### src/rtl/vga_pkg.sv
// Shared types and constants for the VGA sprite compositor.
//   COORD_W      default coordinate width for row/col/sprite positions
//   TRANSPARENT  sprite colour key that lets the background show through
//   rgb12_t      4:4:4 colour word, red in [11:8], blue in [3:0]
//   tile_code_t  tile-map entry codes
//   sprite_t     one sprite slot: top-left position plus enable
//   tile_colour  background colour for a tile code
package vga_pkg;

  localparam int COORD_W = 11;

  typedef logic [11:0] rgb12_t;

  localparam rgb12_t TRANSPARENT = 12'hF0F;

  typedef enum logic [7:0] {
    BDR = 8'd0,
    GND = 8'd1,
    SKY = 8'd2,
    TKN = 8'd3,
    BLK = 8'd4,
    CK1 = 8'd5,
    CK2 = 8'd6
  } tile_code_t;

  typedef struct packed {
    logic [COORD_W-1:0] x;
    logic [COORD_W-1:0] y;
    logic               en;
  } sprite_t;

  // Unknown codes fall back to black, the same as the border tile.
  function automatic rgb12_t tile_colour(input logic [7:0] code);
    rgb12_t c;
    case (code)
      GND:      c = 12'h0F2;
      SKY, TKN: c = 12'h09F;
      BLK:      c = 12'h843;
      CK1:      c = 12'hAA3;
      CK2:      c = 12'h111;
      default:  c = 12'h000;
    endcase
    return c;
  endfunction

endpackage

### src/rtl/vga_sprite_bank.sv
// Double-buffered sprite position registers.
//   clk, reset        pixel clock, async active-high reset
//   frame_start       commits every shadow slot into the active set
//   wr_valid/wr_ready handshake for a single-slot update
//   wr_idx, wr_x, wr_y, wr_en  slot number and its new contents
//   act_x, act_y, act_en       active set seen by the hit logic
// Updates land in the shadow copy only, so the picture never changes
// mid-frame; the whole set switches over on frame_start.
module vga_sprite_bank #(
  parameter int NUM_SPRITES = 4,
  parameter int COORD_W     = 11,
  parameter int IDX_W       = $clog2(NUM_SPRITES)
) (
  input  logic                                  clk,
  input  logic                                  reset,
  input  logic                                  frame_start,
  input  logic                                  wr_valid,
  output logic                                  wr_ready,
  input  logic [IDX_W-1:0]                      wr_idx,
  input  logic [COORD_W-1:0]                    wr_x,
  input  logic [COORD_W-1:0]                    wr_y,
  input  logic                                  wr_en,
  output logic [NUM_SPRITES-1:0][COORD_W-1:0]   act_x,
  output logic [NUM_SPRITES-1:0][COORD_W-1:0]   act_y,
  output logic [NUM_SPRITES-1:0]                act_en
);

  logic [NUM_SPRITES-1:0][COORD_W-1:0] shd_x;
  logic [NUM_SPRITES-1:0][COORD_W-1:0] shd_y;
  logic [NUM_SPRITES-1:0]              shd_en;

  // The commit cycle owns the shadow registers, so writers are held off
  // for exactly that cycle and retry on the next one.
  assign wr_ready = ~frame_start;

  always_ff @(posedge clk or posedge reset) begin
    if (reset) begin
      shd_x  <= '0;
      shd_y  <= '0;
      shd_en <= '0;
      act_x  <= '0;
      act_y  <= '0;
      act_en <= '0;
    end else if (frame_start) begin
      act_x  <= shd_x;
      act_y  <= shd_y;
      act_en <= shd_en;
    end else if (wr_valid && wr_ready) begin
      shd_x[wr_idx]  <= wr_x;
      shd_y[wr_idx]  <= wr_y;
      shd_en[wr_idx] <= wr_en;
    end
  end

endmodule

### src/rtl/vga_sprite_compositor.sv
// Two-stage per-pixel compositor: prioritised sprites over a tile map.
//   clk, reset              pixel clock, async active-high reset
//   row, col, pixel_valid   current pixel from the timing generator
//   frame_start             one-cycle pulse before the first visible pixel
//   wr_*                    sprite position update handshake
//   tile_row, tile_col      tile-map address (data returns next cycle)
//   tile_code               tile-map data
//   spr_sel, spr_x, spr_y   sprite ROM address (data returns next cycle)
//   spr_rgb                 sprite ROM data
//   red, green, blue        registered colour, two cycles after the pixel
//   out_valid               pixel_valid delayed to line up with the colour
module vga_sprite_compositor
  import vga_pkg::*;
#(
  parameter int     NUM_SPRITES = 4,
  parameter int     SPRITE_SIZE = 42,
  parameter int     BLOCK_WIDTH = 40,
  parameter int     TILE_COLS   = 17,
  parameter int     TILE_ROWS   = 12,
  parameter int     COORD_W     = vga_pkg::COORD_W,
  parameter rgb12_t TRANSP_KEY  = vga_pkg::TRANSPARENT,
  parameter int     IDX_W       = $clog2(NUM_SPRITES)
) (
  input  logic               clk,
  input  logic               reset,
  input  logic [COORD_W-1:0] row,
  input  logic [COORD_W-1:0] col,
  input  logic               pixel_valid,
  input  logic               frame_start,
  input  logic               wr_valid,
  output logic               wr_ready,
  input  logic [IDX_W-1:0]   wr_idx,
  input  logic [COORD_W-1:0] wr_x,
  input  logic [COORD_W-1:0] wr_y,
  input  logic               wr_en,
  output logic [4:0]         tile_row,
  output logic [4:0]         tile_col,
  input  logic [7:0]         tile_code,
  output logic [IDX_W-1:0]   spr_sel,
  output logic [5:0]         spr_x,
  output logic [5:0]         spr_y,
  input  logic [11:0]        spr_rgb,
  output logic [3:0]         red,
  output logic [3:0]         green,
  output logic [3:0]         blue,
  output logic               out_valid
);

  localparam logic [COORD_W:0]   SIZE_M1 = (COORD_W+1)'(SPRITE_SIZE - 1);
  localparam logic [COORD_W-1:0] BW      = COORD_W'(BLOCK_WIDTH);
  localparam logic [COORD_W-1:0] ROW_MAX = COORD_W'(TILE_ROWS - 1);
  localparam logic [COORD_W-1:0] COL_MAX = COORD_W'(TILE_COLS - 1);

  logic [NUM_SPRITES-1:0][COORD_W-1:0] act_x;
  logic [NUM_SPRITES-1:0][COORD_W-1:0] act_y;
  logic [NUM_SPRITES-1:0]              act_en;

  vga_sprite_bank #(
    .NUM_SPRITES (NUM_SPRITES),
    .COORD_W     (COORD_W),
    .IDX_W       (IDX_W)
  ) u_bank (
    .clk         (clk),
    .reset       (reset),
    .frame_start (frame_start),
    .wr_valid    (wr_valid),
    .wr_ready    (wr_ready),
    .wr_idx      (wr_idx),
    .wr_x        (wr_x),
    .wr_y        (wr_y),
    .wr_en       (wr_en),
    .act_x       (act_x),
    .act_y       (act_y),
    .act_en      (act_en)
  );

  // Tile address; pixels beyond the map reuse the last row/column.
  logic [COORD_W-1:0] row_tile;
  logic [COORD_W-1:0] col_tile;

  assign row_tile = row / BW;
  assign col_tile = col / BW;
  assign tile_row = (row_tile > ROW_MAX) ? 5'(ROW_MAX) : row_tile[4:0];
  assign tile_col = (col_tile > COL_MAX) ? 5'(COL_MAX) : col_tile[4:0];

  // Box test in one extra bit so a sprite near the top of the
  // coordinate range cannot wrap round and match small coordinates.
  logic [NUM_SPRITES-1:0] hit;

  always_comb begin
    hit = '0;
    for (int i = 0; i < NUM_SPRITES; i++) begin
      hit[i] = act_en[i]
             && ({1'b0, col} >= {1'b0, act_x[i]})
             && ({1'b0, col} <= ({1'b0, act_x[i]} + SIZE_M1))
             && ({1'b0, row} >= {1'b0, act_y[i]})
             && ({1'b0, row} <= ({1'b0, act_y[i]} + SIZE_M1));
    end
  end

  // Lowest-numbered hit wins; scanning downwards lets it overwrite the rest.
  logic             win;
  logic [IDX_W-1:0] win_idx;

  always_comb begin
    win     = 1'b0;
    win_idx = '0;
    for (int i = NUM_SPRITES - 1; i >= 0; i--) begin
      if (hit[i]) begin
        win     = 1'b1;
        win_idx = IDX_W'(i);
      end
    end
  end

  logic [COORD_W-1:0] dx;
  logic [COORD_W-1:0] dy;

  assign dx      = col - act_x[win_idx];
  assign dy      = row - act_y[win_idx];
  assign spr_sel = win ? win_idx : '0;
  assign spr_x   = win ? dx[5:0] : '0;
  assign spr_y   = win ? dy[5:0] : '0;

  // Carry the per-pixel decisions alongside the memory read latency.
  logic s1_win;
  logic s1_valid;

  always_ff @(posedge clk or posedge reset) begin
    if (reset) begin
      s1_win   <= 1'b0;
      s1_valid <= 1'b0;
    end else begin
      s1_win   <= win;
      s1_valid <= pixel_valid;
    end
  end

  // A transparent winner shows the background, never a lower-priority
  // sprite underneath it; blanked pixels are forced to black.
  rgb12_t pix;

  always_comb begin
    pix = tile_colour(tile_code);
    if (s1_win && (spr_rgb != TRANSP_KEY)) begin
      pix = spr_rgb;
    end
    if (!s1_valid) begin
      pix = '0;
    end
  end

  always_ff @(posedge clk or posedge reset) begin
    if (reset) begin
      red       <= '0;
      green     <= '0;
      blue      <= '0;
      out_valid <= 1'b0;
    end else begin
      red       <= pix[11:8];
      green     <= pix[7:4];
      blue      <= pix[3:0];
      out_valid <= s1_valid;
    end
  end

endmodule

### config.mk
export PLATFORM = sky130hd
export DESIGN_NAME = vga_sprite_compositor
export DESIGN_NICKNAME = d
export VERILOG_FILES = /design/src/rtl/vga_pkg.sv /design/src/rtl/vga_sprite_bank.sv /design/src/rtl/vga_sprite_compositor.sv
export SDC_FILE = /design/constraint.sdc
export NUM_CORES = 1
export LEC_CHECK = 0
export CORE_UTILIZATION = 30
export DETAILED_ROUTE_END_ITERATION = 16
export PLACE_DENSITY = 0.53
export SLEW_MARGIN = 10
export SYNTH_ARGS = -nofsm -noshare
export SYNTH_HDL_FRONTEND = slang
export SYNTH_SLANG_ARGS = --single-unit
### constraint.sdc
create_clock -name clk -period 7.9 [get_ports clk]
set_input_delay 1.58 -clock clk [delete_from_list [all_inputs] [get_ports clk]]
set_output_delay 1.58 -clock clk [all_outputs]
set_load 0.02 [all_outputs]
==> qor.yml <==
place_inst: 2339
track_usage: 0.183
crit_arrival_ns: 6.17
max-slew-margin-rel: 0.279
report.final.slew_viol_count: 0
critical_path.slowest_cell: "mux4_2"
powerDensity_nw_per_um2: 231
worst_pin_slew_ns: 1.08
r2r_start: "u_bank.act_x[23]"
cp.required_ns: 6.32
antenna_found_initial: 1
yosysWarnings: 0
async_flop_share: 1.00
endpoint: "spr_y[5]"
start_kind: "input port"
holdCritPathClass: "register to register"
r2r_cells: 16
p_seq_frac: 0.332
synth_fp_nets: 1798
numCtsBuffers: 17
synth_area_leaders: "dfrtp_1 34%, ha_1 17%, mux2_2 7.7%, o21ai_0 5.0%, xnor2_1 4.7%"
grt_pass1_vias: 12500
final_cells: 2391
cts_buffer_depth: 2
gp_congestion: 0.904
drc: 0
period_share: 0.981
pwr-share-clk: 0.215
drt_wl_total_um: 45000
drive_gt1_frac: 0.199
ys_types: 75
r2r_end: "s1_win"
maxCapViolCount: 0
synth_common_cells: "199 x dfrtp_1, 194 x ha_1, 144 x o21ai_0"
core_area_um2: 47600
reg2reg_slack_ns: 3.66
cp_max_fo: 7
area_growth_pct: 27.5
io_pins: 110
synth.most_common_cell: "dfrtp_1"
port_buffers: 108
die_h_um: 222
cts_tree: "built"
ys_seq_area_frac: 0.344
p_sw_mw: 1.64
synth_top_area_frac: 0.344
min_period_ns: 7.75
cp-startpoint: "col[2]"
hold_violations: 0
leakage_nw: 8.14
n_fill_cell: 4771
ant_nets: 0
synth.avg_cell_area_um2: 9.45
die-width_um: 222
path_clk_slew_ns: 0.09
drt_pass1_iterations: 5
nets: 2031
ir_worst_vdd_uv: 180
outcome: "finished, final reports clean"
worstHoldPathCells: 2
max_stage_delay_ns: 0.54
switching_share: 0.385
dp_hpwl_um: 34500
ys.flop_type: "dfrtp_1"
finalPower_mw: 4.25
clk-insertion-delay-late_ns: 0.48
criticalPathCategory: "input port to output pin"
synth_edf_count: 0
clkSinkCount: 199
rows: 80
cts_hold_buf: 0
yosysTopAreaCell: "dfrtp_1"
synth-seq-cells: 199
syn_area_um2: 14500
path_cells: "dlygate4sd2_1 > buf_4 > ha_1 > nand4_1 > nor4_2 > a311o_1 > a31oi_4 > nor4_4 > buf_4 > a21oi_4 > nor3_2 > buf_6 > mux4_2 > inv_2 > ha_4 > o21ai_1 > nand2b_1 > a21o_1 > a21oi_2 > xor2_1 > or3_1 > a21oi_2 > buf_6"
cts-root-buf: "clkbuf_16"
fin_skew_ns: 0.0226
setup_viol: 0
timing.fmax_ghz: 0.129
n_antenna_cell: 0
syn_inst: 1530
cp-end-kind: "output pin"
grt_max_degree: 93
via_per_inst: 5.15
cts_max_level: 4
grt_overflow_total: 0
dieArea_um2: 49100
p_int_mw: 2.61
initial_core_util: 0.303
power_frac_comb: 0.453
drtIter0Drc: 712
grt_pass1_wl_um: 70000
route.vias.total: 12300
routedWlPerCell_um: 18.8
repair_timing:
action,CTS,global route
endpoints found under the setup margin,12,7
pin swaps,6,32
cloned,0,2
setup buffers,6,14
resized for setup,41,68
power groups by stage:
stage / sequential [mW] / clock, mW / combinational (mW)
floorplan: 1.37 / 0 / 1.16
global placement: 1.42 / 0 / 1.80
detailed placement: 1.43 / 0 / 1.83
CTS: 1.41 / 0.933 / 1.86
global route: 1.44 / 0.967 / 2.15
finish: 1.41 / 0.913 / 1.92
flip-flops by register name, indices dropped and copies added, names as in the netlist:
register and count:
blue 4, green 4, u_bank.shd_x 44, u_bank.shd_en 4
s1_win 1, u_bank.shd_y 44, out_valid 1, u_bank.act_y 44
red 4, s1_valid 1, u_bank.act_x 44, u_bank.act_en 4
logic make-up after synthesis:
| logic type | after synthesis | synth area share |
|---|---|---|
| AO/OA/AOI/OAI | 364 | 0.157 |
| buffers and inverters | 176 | 0.0477 |
| XOR/XNOR | 84 | 0.0509 |
| flip-flops | 199 | 0.344 |
| AND/OR/NAND/NOR | 395 | 0.133 |
| adder cells (fa/ha/maj) | 198 | 0.172 |
| multiplexers | 113 | 0.0947 |
| other | 1 | 0.000259 |
per-layer routing:
layer | wire length (um) | vias up | track usage
met2 | 21600 | 215 | 0.313
met1 | 21000 | 6074 | 0.239
met3 | 1570 | 45 | 0.0245
met4 | 769 | 0 | 0.0576
li1 | - | 5968 | -
met5 | 0 | - | 0
placed cells by master (no fill, tap or decap), types with 32 or more instances in the layout:
cell type / n
nand2_1: 140
xnor2_1: 77
buf_4: 129
ha_1: 184
dfrtp_1: 199
o21ai_0: 134
nor2_1: 74
mux2_2: 98
a21oi_1: 65
nand3_1: 32
inv_1: 125
nand4_1: 33
clkdlybuf4s50_1: 79
critical path: cells and delay by family:
family | cells | cell delay, ns
muxes | 1 | 0.54
xor gates and xnor gates | 1 | 0.11
buffers and inverters | 6 | 1.11
adders and majority gates | 2 | 0.47
AOI/OAI and AO/OA | 7 | 0.91
and+or+nand+nor | 6 | 1.43
cell type report:
class | count | area, um2 | area share
multi-input cells | 1155 | 9080 | 0.493
flip-flops and latches | 199 | 4980 | 0.270
repair buffers | 261 | 2520 | 0.137
well taps | 615 | 769 | 0.0417
inverters | 129 | 495 | 0.0269
clock buffers | 19 | 433 | 0.0235
clock inverters | 13 | 156 | 0.00848
worst min path at each step:
stage | start | to | slack, ns
final | u_bank.shd_y[0] | u_bank.act_y[0] | 0.48
after global routing | u_bank.shd_x[31] | u_bank.act_x[31] | 0.50
after CTS | u_bank.shd_x[31] | u_bank.act_x[31] | 0.48
after detailed placement | u_bank.shd_x[31] | u_bank.act_x[31] | 0.46
after global placement | u_bank.shd_y[38] | u_bank.act_y[38] | 0.46
after floorplan | s1_valid | out_valid | 0.38
metrics by stage:
| step | utilization | setup WS, ns | setup TNS, ns | instance area (um2) | hold WS [ns] |
|---|---|---|---|---|---|
| after CTS | 0.378 | 0.0221 | 0 | 18000 | 0.479 |
| after floorplan | - | 0.663 | 0 | 14500 | 0.379 |
| after global routing | 0.387 | -0.113 | -0.127 | 18400 | 0.502 |
| final | 0.387 | 0.148 | 0 | 18400 | 0.477 |
| after global placement | 0.363 | -0.824 | -5.30 | 17300 | 0.456 |
| after detailed placement | 0.363 | -0.811 | -5.67 | 17300 | 0.463 |
(Power assumes the default switching activity.)
